==> config.mk <==
export PLATFORM = sky130hd
export DESIGN_NAME = matmul_seq_ctrl
export DESIGN_NICKNAME = d
export VERILOG_FILES = /design/src/rtl/matmul_pkg.sv /design/src/rtl/matmul_insn_decode.sv /design/src/rtl/matmul_seq_ctrl.sv
export SDC_FILE = /design/constraint.sdc
export NUM_CORES = 1
export LEC_CHECK = 0
export CELL_PAD_IN_SITES_DETAIL_PLACEMENT = 1
export CELL_PAD_IN_SITES_GLOBAL_PLACEMENT = 2
export CORE_MARGIN = 2
export CORE_UTILIZATION = 37
export CTS_CLUSTER_SIZE = 30
export DETAILED_ROUTE_END_ITERATION = 10
export DONT_BUFFER_PORTS = 1
export PLACE_DENSITY = 0.78
export SLEW_MARGIN = 5
export SYNTH_ARGS = -nofsm -noshare
export SYNTH_HDL_FRONTEND = slang
export SYNTH_HIERARCHICAL = 1
export SYNTH_SLANG_ARGS = --single-unit
==> constraint.sdc <==
create_clock -name clk -period 2.6 [get_ports clk]
set_input_delay 0.52 -clock clk [delete_from_list [all_inputs] [get_ports clk]]
set_output_delay 0.52 -clock clk [all_outputs]
set_load 0.05 [all_outputs]
==> src/rtl/matmul_pkg.sv <==
// Shared opcode/funct3 codes, FSM state type and defaults for the matmul PCPI sequencer.
package matmul_pkg;

  localparam int DEF_N      = 3;
  localparam int DEF_DATA_W = 16;
  localparam int DEF_ACC_W  = 32;
  localparam int STEPS      = 3 * DEF_N - 2;

  localparam logic [6:0] CUSTOM0 = 7'b0001011;

  localparam logic [2:0] F3_LOAD   = 3'b000;
  localparam logic [2:0] F3_SETTHR = 3'b001;
  localparam logic [2:0] F3_READ   = 3'b010;
  localparam logic [2:0] F3_CLEAR  = 3'b101;
  localparam logic [2:0] F3_START  = 3'b111;

  // Operand store holds A, B and bias blocks of 9 words each.
  localparam logic [4:0] OP_ADDR_LIMIT = 5'd27;

  localparam logic signed [31:0] THR_RESET = -32'sd70;

  typedef enum logic [2:0] {
    S_IDLE  = 3'd0,
    S_LOAD  = 3'd1,
    S_RUN   = 3'd2,
    S_LATCH = 3'd3,
    S_READ  = 3'd4,
    S_RESP  = 3'd5,
    S_HOLD  = 3'd6
  } state_e;

  function automatic int steps_of(input int n);
    return 3 * n - 2;
  endfunction

endpackage

==> src/rtl/matmul_insn_decode.sv <==
// Combinational custom-0 instruction decoder; SETTHR is claimed only when
// MATMUL_THRESHOLD_EN is defined.
module matmul_insn_decode
  import matmul_pkg::*;
(
  input  logic [31:0] insn_i,
  output logic        claim_o,
  output logic [2:0]  cmd_o,
  output logic [4:0]  addr_o,
  output logic [15:0] value_o
);

  logic [6:0] opcode_s;
  logic [2:0] funct3_s;
  logic       known_s;
  logic       unused_insn_bit_s;

  assign opcode_s          = insn_i[6:0];
  assign funct3_s          = insn_i[14:12];
  assign unused_insn_bit_s = insn_i[31];

  // Set of funct3 codes implemented by this build.
  always_comb begin
    known_s = 1'b0;
    case (funct3_s)
      F3_LOAD, F3_READ, F3_CLEAR, F3_START: known_s = 1'b1;
`ifdef MATMUL_THRESHOLD_EN
      F3_SETTHR: known_s = 1'b1;
`endif
      default: known_s = 1'b0;
    endcase
  end

  assign claim_o = (opcode_s == CUSTOM0) && known_s;
  assign cmd_o   = funct3_s;
  assign addr_o  = insn_i[11:7];
  assign value_o = insn_i[30:15];

endmodule

==> src/rtl/matmul_seq_ctrl.sv <==
// PCPI sequencer for an NxN systolic matmul: operand load, run/latch, result read.
// Optional signed threshold compare on READ is enabled by defining MATMUL_THRESHOLD_EN.
module matmul_seq_ctrl
  import matmul_pkg::*;
#(
  parameter int N      = DEF_N,
  parameter int DATA_W = DEF_DATA_W,
  parameter int ACC_W  = DEF_ACC_W
) (
  input  logic              clk,
  input  logic              resetn,
  input  logic              pcpi_valid,
  input  logic [31:0]       pcpi_insn,
  output logic              pcpi_wr,
  output logic [31:0]       pcpi_rd,
  output logic              pcpi_wait,
  output logic              pcpi_ready,
  output logic              op_we,
  output logic [4:0]        op_addr,
  output logic [DATA_W-1:0] op_wdata,
  output logic              arr_en,
  output logic              arr_first,
  output logic [2:0]        arr_step,
  output logic              res_capture,
  output logic [3:0]        res_rd_addr,
  input  logic [ACC_W-1:0]  res_rd_data
);

  localparam logic [7:0]  STEP_MAX = 8'(3 * N - 3);
  localparam logic [31:0] STEPS_RD = 32'(steps_of(N));
  localparam logic [4:0]  NN       = 5'(N * N);

  logic        dec_claim_s;
  logic [2:0]  dec_cmd_s;
  logic [4:0]  dec_addr_s;
  logic [15:0] dec_value_s;
  logic        accept_s;

  state_e      state_q, state_d;
  logic [7:0]  step_q, step_d;
  logic [2:0]  cmd_q, cmd_d;
  logic [4:0]  addr_q, addr_d;
  logic [15:0] value_q, value_d;
  logic        aborted_q, aborted_d;

  logic              ready_q, ready_d;
  logic              wr_q, wr_d;
  logic [31:0]       rd_q, rd_d;
  logic              wait_q, wait_d;
  logic              op_we_q, op_we_d;
  logic [4:0]        op_addr_q, op_addr_d;
  logic [DATA_W-1:0] op_wdata_q, op_wdata_d;
  logic              arr_en_q, arr_en_d;
  logic              arr_first_q, arr_first_d;
  logic [2:0]        arr_step_q, arr_step_d;
  logic              cap_q, cap_d;
  logic [3:0]        rd_addr_q, rd_addr_d;

  logic [31:0] raw32_s;
  logic [31:0] read_val_s;

  matmul_insn_decode u_decode (
    .insn_i  (pcpi_insn),
    .claim_o (dec_claim_s),
    .cmd_o   (dec_cmd_s),
    .addr_o  (dec_addr_s),
    .value_o (dec_value_s)
  );

  assign accept_s = (state_q == S_IDLE) && pcpi_valid && dec_claim_s;
  assign raw32_s  = 32'($signed(res_rd_data));

`ifdef MATMUL_THRESHOLD_EN
  logic signed [31:0] thr_q, thr_d;
  assign read_val_s = (addr_q >= NN) ? 32'd0 : {31'd0, ($signed(raw32_s) >= thr_q)};
`else
  assign read_val_s = (addr_q >= NN) ? 32'd0 : raw32_s;
`endif

  // State, command context and threshold registers.
  always_ff @(posedge clk) begin
    if (!resetn) begin
      state_q   <= S_IDLE;
      step_q    <= 8'd0;
      cmd_q     <= 3'd0;
      addr_q    <= 5'd0;
      value_q   <= 16'd0;
      aborted_q <= 1'b0;
`ifdef MATMUL_THRESHOLD_EN
      thr_q     <= THR_RESET;
`endif
    end else begin
      state_q   <= state_d;
      step_q    <= step_d;
      cmd_q     <= cmd_d;
      addr_q    <= addr_d;
      value_q   <= value_d;
      aborted_q <= aborted_d;
`ifdef MATMUL_THRESHOLD_EN
      thr_q     <= thr_d;
`endif
    end
  end

  // Next-state and command-context logic.
  always_comb begin
    state_d   = state_q;
    step_d    = step_q;
    cmd_d     = cmd_q;
    addr_d    = addr_q;
    value_d   = value_q;
    aborted_d = aborted_q;
`ifdef MATMUL_THRESHOLD_EN
    thr_d     = thr_q;
`endif
    case (state_q)
      S_IDLE: begin
        if (accept_s) begin
          cmd_d     = dec_cmd_s;
          addr_d    = dec_addr_s;
          value_d   = dec_value_s;
          step_d    = 8'd0;
          aborted_d = 1'b0;
`ifdef MATMUL_THRESHOLD_EN
          if (dec_cmd_s == F3_SETTHR) begin
            thr_d = 32'($signed(dec_value_s));
          end else begin
            thr_d = thr_q;
          end
`endif
          case (dec_cmd_s)
            F3_START: state_d = S_RUN;
            F3_READ:  state_d = S_READ;
            default:  state_d = S_LOAD;
          endcase
        end else begin
          state_d = S_IDLE;
        end
      end
      S_RUN: begin
        if (!pcpi_valid) begin
          aborted_d = 1'b1;
        end else begin
          aborted_d = aborted_q;
        end
        if (step_q >= STEP_MAX) begin
          state_d = S_LATCH;
        end else begin
          step_d = step_q + 8'd1;
        end
      end
      S_LATCH: begin
        step_d = 8'd0;
        // A requester that gave up mid-sequence still gets its results latched.
        if (aborted_q || !pcpi_valid) begin
          state_d = S_HOLD;
        end else begin
          state_d = S_RESP;
        end
      end
      S_READ:  state_d = S_RESP;
      S_LOAD:  state_d = S_HOLD;
      S_RESP:  state_d = S_HOLD;
      S_HOLD:  state_d = S_IDLE;
      default: state_d = S_IDLE;
    endcase
  end

  // Output values for the upcoming state, registered below.
  always_comb begin
    ready_d     = 1'b0;
    wr_d        = 1'b0;
    rd_d        = 32'd0;
    wait_d      = 1'b0;
    op_we_d     = 1'b0;
    op_addr_d   = 5'd0;
    op_wdata_d  = '0;
    arr_en_d    = 1'b0;
    arr_first_d = 1'b0;
    arr_step_d  = 3'd0;
    cap_d       = 1'b0;
    rd_addr_d   = rd_addr_q;
    case (state_d)
      S_LOAD: begin
        ready_d = 1'b1;
        wr_d    = 1'b1;
        if ((cmd_d == F3_LOAD) && (addr_d < OP_ADDR_LIMIT)) begin
          op_we_d    = 1'b1;
          op_addr_d  = addr_d;
          op_wdata_d = DATA_W'(value_d);
        end else begin
          op_we_d = 1'b0;
        end
      end
      S_RUN: begin
        wait_d      = 1'b1;
        arr_en_d    = 1'b1;
        arr_step_d  = step_d[2:0];
        arr_first_d = (step_d == 8'd0);
      end
      S_LATCH: begin
        wait_d = 1'b1;
        cap_d  = 1'b1;
      end
      S_READ: rd_addr_d = addr_d[3:0];
      S_RESP: begin
        ready_d = 1'b1;
        wr_d    = 1'b1;
        if (cmd_d == F3_START) begin
          rd_d = STEPS_RD;
        end else begin
          rd_d = read_val_s;
        end
      end
      default: begin
        ready_d = 1'b0;
      end
    endcase
  end

  // Registered outputs.
  always_ff @(posedge clk) begin
    if (!resetn) begin
      ready_q     <= 1'b0;
      wr_q        <= 1'b0;
      rd_q        <= 32'd0;
      wait_q      <= 1'b0;
      op_we_q     <= 1'b0;
      op_addr_q   <= 5'd0;
      op_wdata_q  <= '0;
      arr_en_q    <= 1'b0;
      arr_first_q <= 1'b0;
      arr_step_q  <= 3'd0;
      cap_q       <= 1'b0;
      rd_addr_q   <= 4'd0;
    end else begin
      ready_q     <= ready_d;
      wr_q        <= wr_d;
      rd_q        <= rd_d;
      wait_q      <= wait_d;
      op_we_q     <= op_we_d;
      op_addr_q   <= op_addr_d;
      op_wdata_q  <= op_wdata_d;
      arr_en_q    <= arr_en_d;
      arr_first_q <= arr_first_d;
      arr_step_q  <= arr_step_d;
      cap_q       <= cap_d;
      rd_addr_q   <= rd_addr_d;
    end
  end

  assign pcpi_ready  = ready_q;
  assign pcpi_wr     = wr_q;
  assign pcpi_rd     = rd_q;
  assign pcpi_wait   = wait_q;
  assign op_we       = op_we_q;
  assign op_addr     = op_addr_q;
  assign op_wdata    = op_wdata_q;
  assign arr_en      = arr_en_q;
  assign arr_first   = arr_first_q;
  assign arr_step    = arr_step_q;
  assign res_capture = cap_q;
  assign res_rd_addr = rd_addr_q;

endmodule

==> impl_results.md, run 1 <==
* Antenna Cells at 0
* Int Power at 1.93 mW
* CTS tree: yes
* Hold/Removal Path Class: in2reg
* Outcome: completed
* Mean area per synthesized cell at 10.4 µm²
* Fin nets at 400
* Post-route setup slack at 378 ps
* Post-Place Worst Slack at 130 ps
* P per Cell Area at 649 mW/mm²
* DRC Markers at 0
* Initial antenna violation count at 0
* Clock share of power at 36.3%
* Routed WL per cell at 16.2 µm
* Peak VDD IR at 0.278 mV
* Port buffer count at 0
* Sw frac at 22.4%
* Global-route wire length before repair at 12200 µm
* Final Hold Viols at 0
* DP Cell Count at 453
* Grt total ovfl at 0
* ANT nets after route at 0
* Required @ worst endpoint at 2850 ps
* Final WL at 7620 µm
* Final Max Tran Viols at 0
* Post-synth cell types at 42
* Synthesized Nets at 422
* Worst setup SP type: flop
* GP Congestion at 0.724
* Clk_skew at 15.6 ps
* Leakage Power at 1.59 nW
* Async SR Flop Fraction at 0%
* Cell Area, Synth at 0.00367 mm²
* Number of placement rows at 36
* CP Class: reg2reg
* Skew-Pair Late Insertion Delay at 360 ps
* Core area at 0.00973 mm²
* Max incr delay on CP at 460 ps
* Non-filler cells, final at 469
* Fin crit share at 85.5%
* Slowest stage cell, crit path: o311ai_2
* Post-synth EDFFs at 0
* Initial core utilization at 37.8%
* CTS clk-pin slew, worst paths at 100 ps
* Dpl hpwl at 5630 µm
* Crit Path Max Fanout at 29
* Total track usage at 14.6%
* Area grow syn2layout at 4.46%
* RSZ-0062 raised after global routing: no
* Largest area contributor in the netlist: dfxtp_1
* Crit-path cells: inv_1 > ha_1 > o21ai_0 > a31oi_2 > o311ai_2 > nor4b_4 > buf_12 > and2_1
* Filler cells at 1094
* Switching power at 557 µW
* Relative slew slack at 65.8%
* Vias in the first global route at 2222
* FF+latch count, synth at 102
* Cts bufs inserted at 9
* Clk sinks at 102
* Pin count of the biggest net entering global routing at 39
* Setup crit end kind: flop
* Leading cell type in the layout, fill and taps excluded: dfxtp_1
* Yosys top cell area share at 55.6%
* Clock root buffer: clkbuf_8
* Hold_ws at 273 ps
* Commonest cells after routing, fill and taps aside: dfxtp_1 (102), and2_1 (37), nor2_1 (30)
* Post-synth top flop: dfxtp_1
* DP Area at 0.00366 mm²
* Layout cells sized above 1 at 8.93%
* Setup TNS at 0 ps
* Die area at 0.0107 mm²
* Finish-stage setup viols at 0
* Worst-margin pin slew at 512 ps
* Final instance area at 0.00384 mm²
* Gate power share at 1.0%
* F_max at 450 MHz
* Routed vias at 2233
* Synth top area cells: dfxtp_1 (56%), mux2i_1 (7.1%), and2_1 (6.3%)
* Clock Path Buffers at 2
* WP data arrival at 2470 ps
* Die width at 104 µm
* Cells after Synth at 353
* Drt pass-1 iters at 4
* Register share of total power at 62.7%
* Final Util at 39.5%
* Synthesis Warnings at 6
* H-tree levels at 3
* Min Tclk post-route at 2220 ps
* Seq/Total Area, Yosys at 55.6%
* Initial drt markers at 73
* Vias/cell at 4.76
* Num ports at 134
* Die Ht at 104 µm
* Tot Pwr at 2.49 mW
* Max-cap viol count at 0
power groups by stage:
| stage | Sequential, mW | Clock (mW) | Combinational [mW] |
|---|---|---|---|
| final | 1.56 | 0.905 | 0.0238 |
| after global routing | 1.56 | 1.01 | 0.0265 |
| after CTS | 1.56 | 0.946 | 0.0241 |
| after detailed placement | 1.60 | 0 | 0.0241 |
| after global placement | 1.60 | 0 | 0.0240 |
| after floorplan | 1.60 | 0 | 0.0546 |
logic make-up after synthesis:
logic type / Yosys count / synth area share, %
mux: 26 / 7.08
flops: 102 / 55.6
xor+xnor: 2 / 0.477
simple gates: 143 / 21.8
buf+inv: 47 / 7.80
compound gates: 31 / 6.64
fa+ha+maj: 2 / 0.681
worst paths after layout:
path,start,depth (start not counted),slack (ps),to
setup reg to reg,step_q[0],8,380,pcpi_rd[9]
setup / recovery,step_q[0],8,380,pcpi_rd[9]
hold reg to reg,step_q[7],1,470,step_q[7]
hold / removal,res_rd_data[25],1,270,pcpi_rd[25]
repair_timing:
action,in CTS,in global routing
gates resized for setup,0,2
setup endpoints to repair,0,1
setup buffers,0,0
hold buffers,0,0
critical path: cells and delay by family, from the launching register on:
kind	cells	cell delay (ps)
flops	1	430
fa+ha+maj	1	190
buf+inv	2	240
simple gates	2	250
compound gates	3	1000
registers in the layout (all words and copies together) (netlist names):
name,flops
value_q,16
op_addr,5
res_capture,1
pcpi_wr,1
arr_first,1
pcpi_rd,32
pcpi_wait,1
state_q,3
arr_step,3
arr_en,1
cmd_q,3
op_we,1
aborted_q,1
res_rd_addr,4
step_q,8
op_wdata,16
addr_q,5
layout make-up:
type	count	area (µm²)	area share, %
repair buffers	7	77.6	2.02
inverters	7	26.3	0.684
clock inverters	6	46.3	1.21
flip-flops and latches	102	2040	53.2
clock buffers	10	128	3.32
well taps	133	166	4.34
multi-input cells	204	1350	35.2
synthesized netlist by cell type (5+ instances only):
| master | number |
|---|---|
| a21oi_1 | 6 |
| and2_1 | 37 |
| buf_4 | 26 |
| clkbuf_1 | 9 |
| dfxtp_1 | 102 |
| inv_1 | 7 |
| mux2i_1 | 26 |
| nand2_1 | 20 |
| nand3_1 | 5 |
| nor2_1 | 30 |
| nor2b_1 | 27 |
routing by layer:
metal	vias up	GRT usage (%)	part of all wire (%)
met5	-	0	0
met4	0	4.63	1.2
met3	7	7.30	10
met1	1036	16.3	41
li1	1089	-	-
met2	101	24.3	47
Note: power is estimated with default switching activity, not from simulation.
==> run 2: changes to the inputs <==
--- a/config.mk
+++ b/config.mk
@@ -13,7 +13,6 @@
 export DETAILED_ROUTE_END_ITERATION = 10
 export DONT_BUFFER_PORTS = 1
 export PLACE_DENSITY = 0.78
-export SLEW_MARGIN = 5
 export SYNTH_ARGS = -nofsm -noshare
 export SYNTH_HDL_FRONTEND = slang
 export SYNTH_HIERARCHICAL = 1
==> results of run 2 <==
Final layout, timing and power as in run 1 (identical DEF).
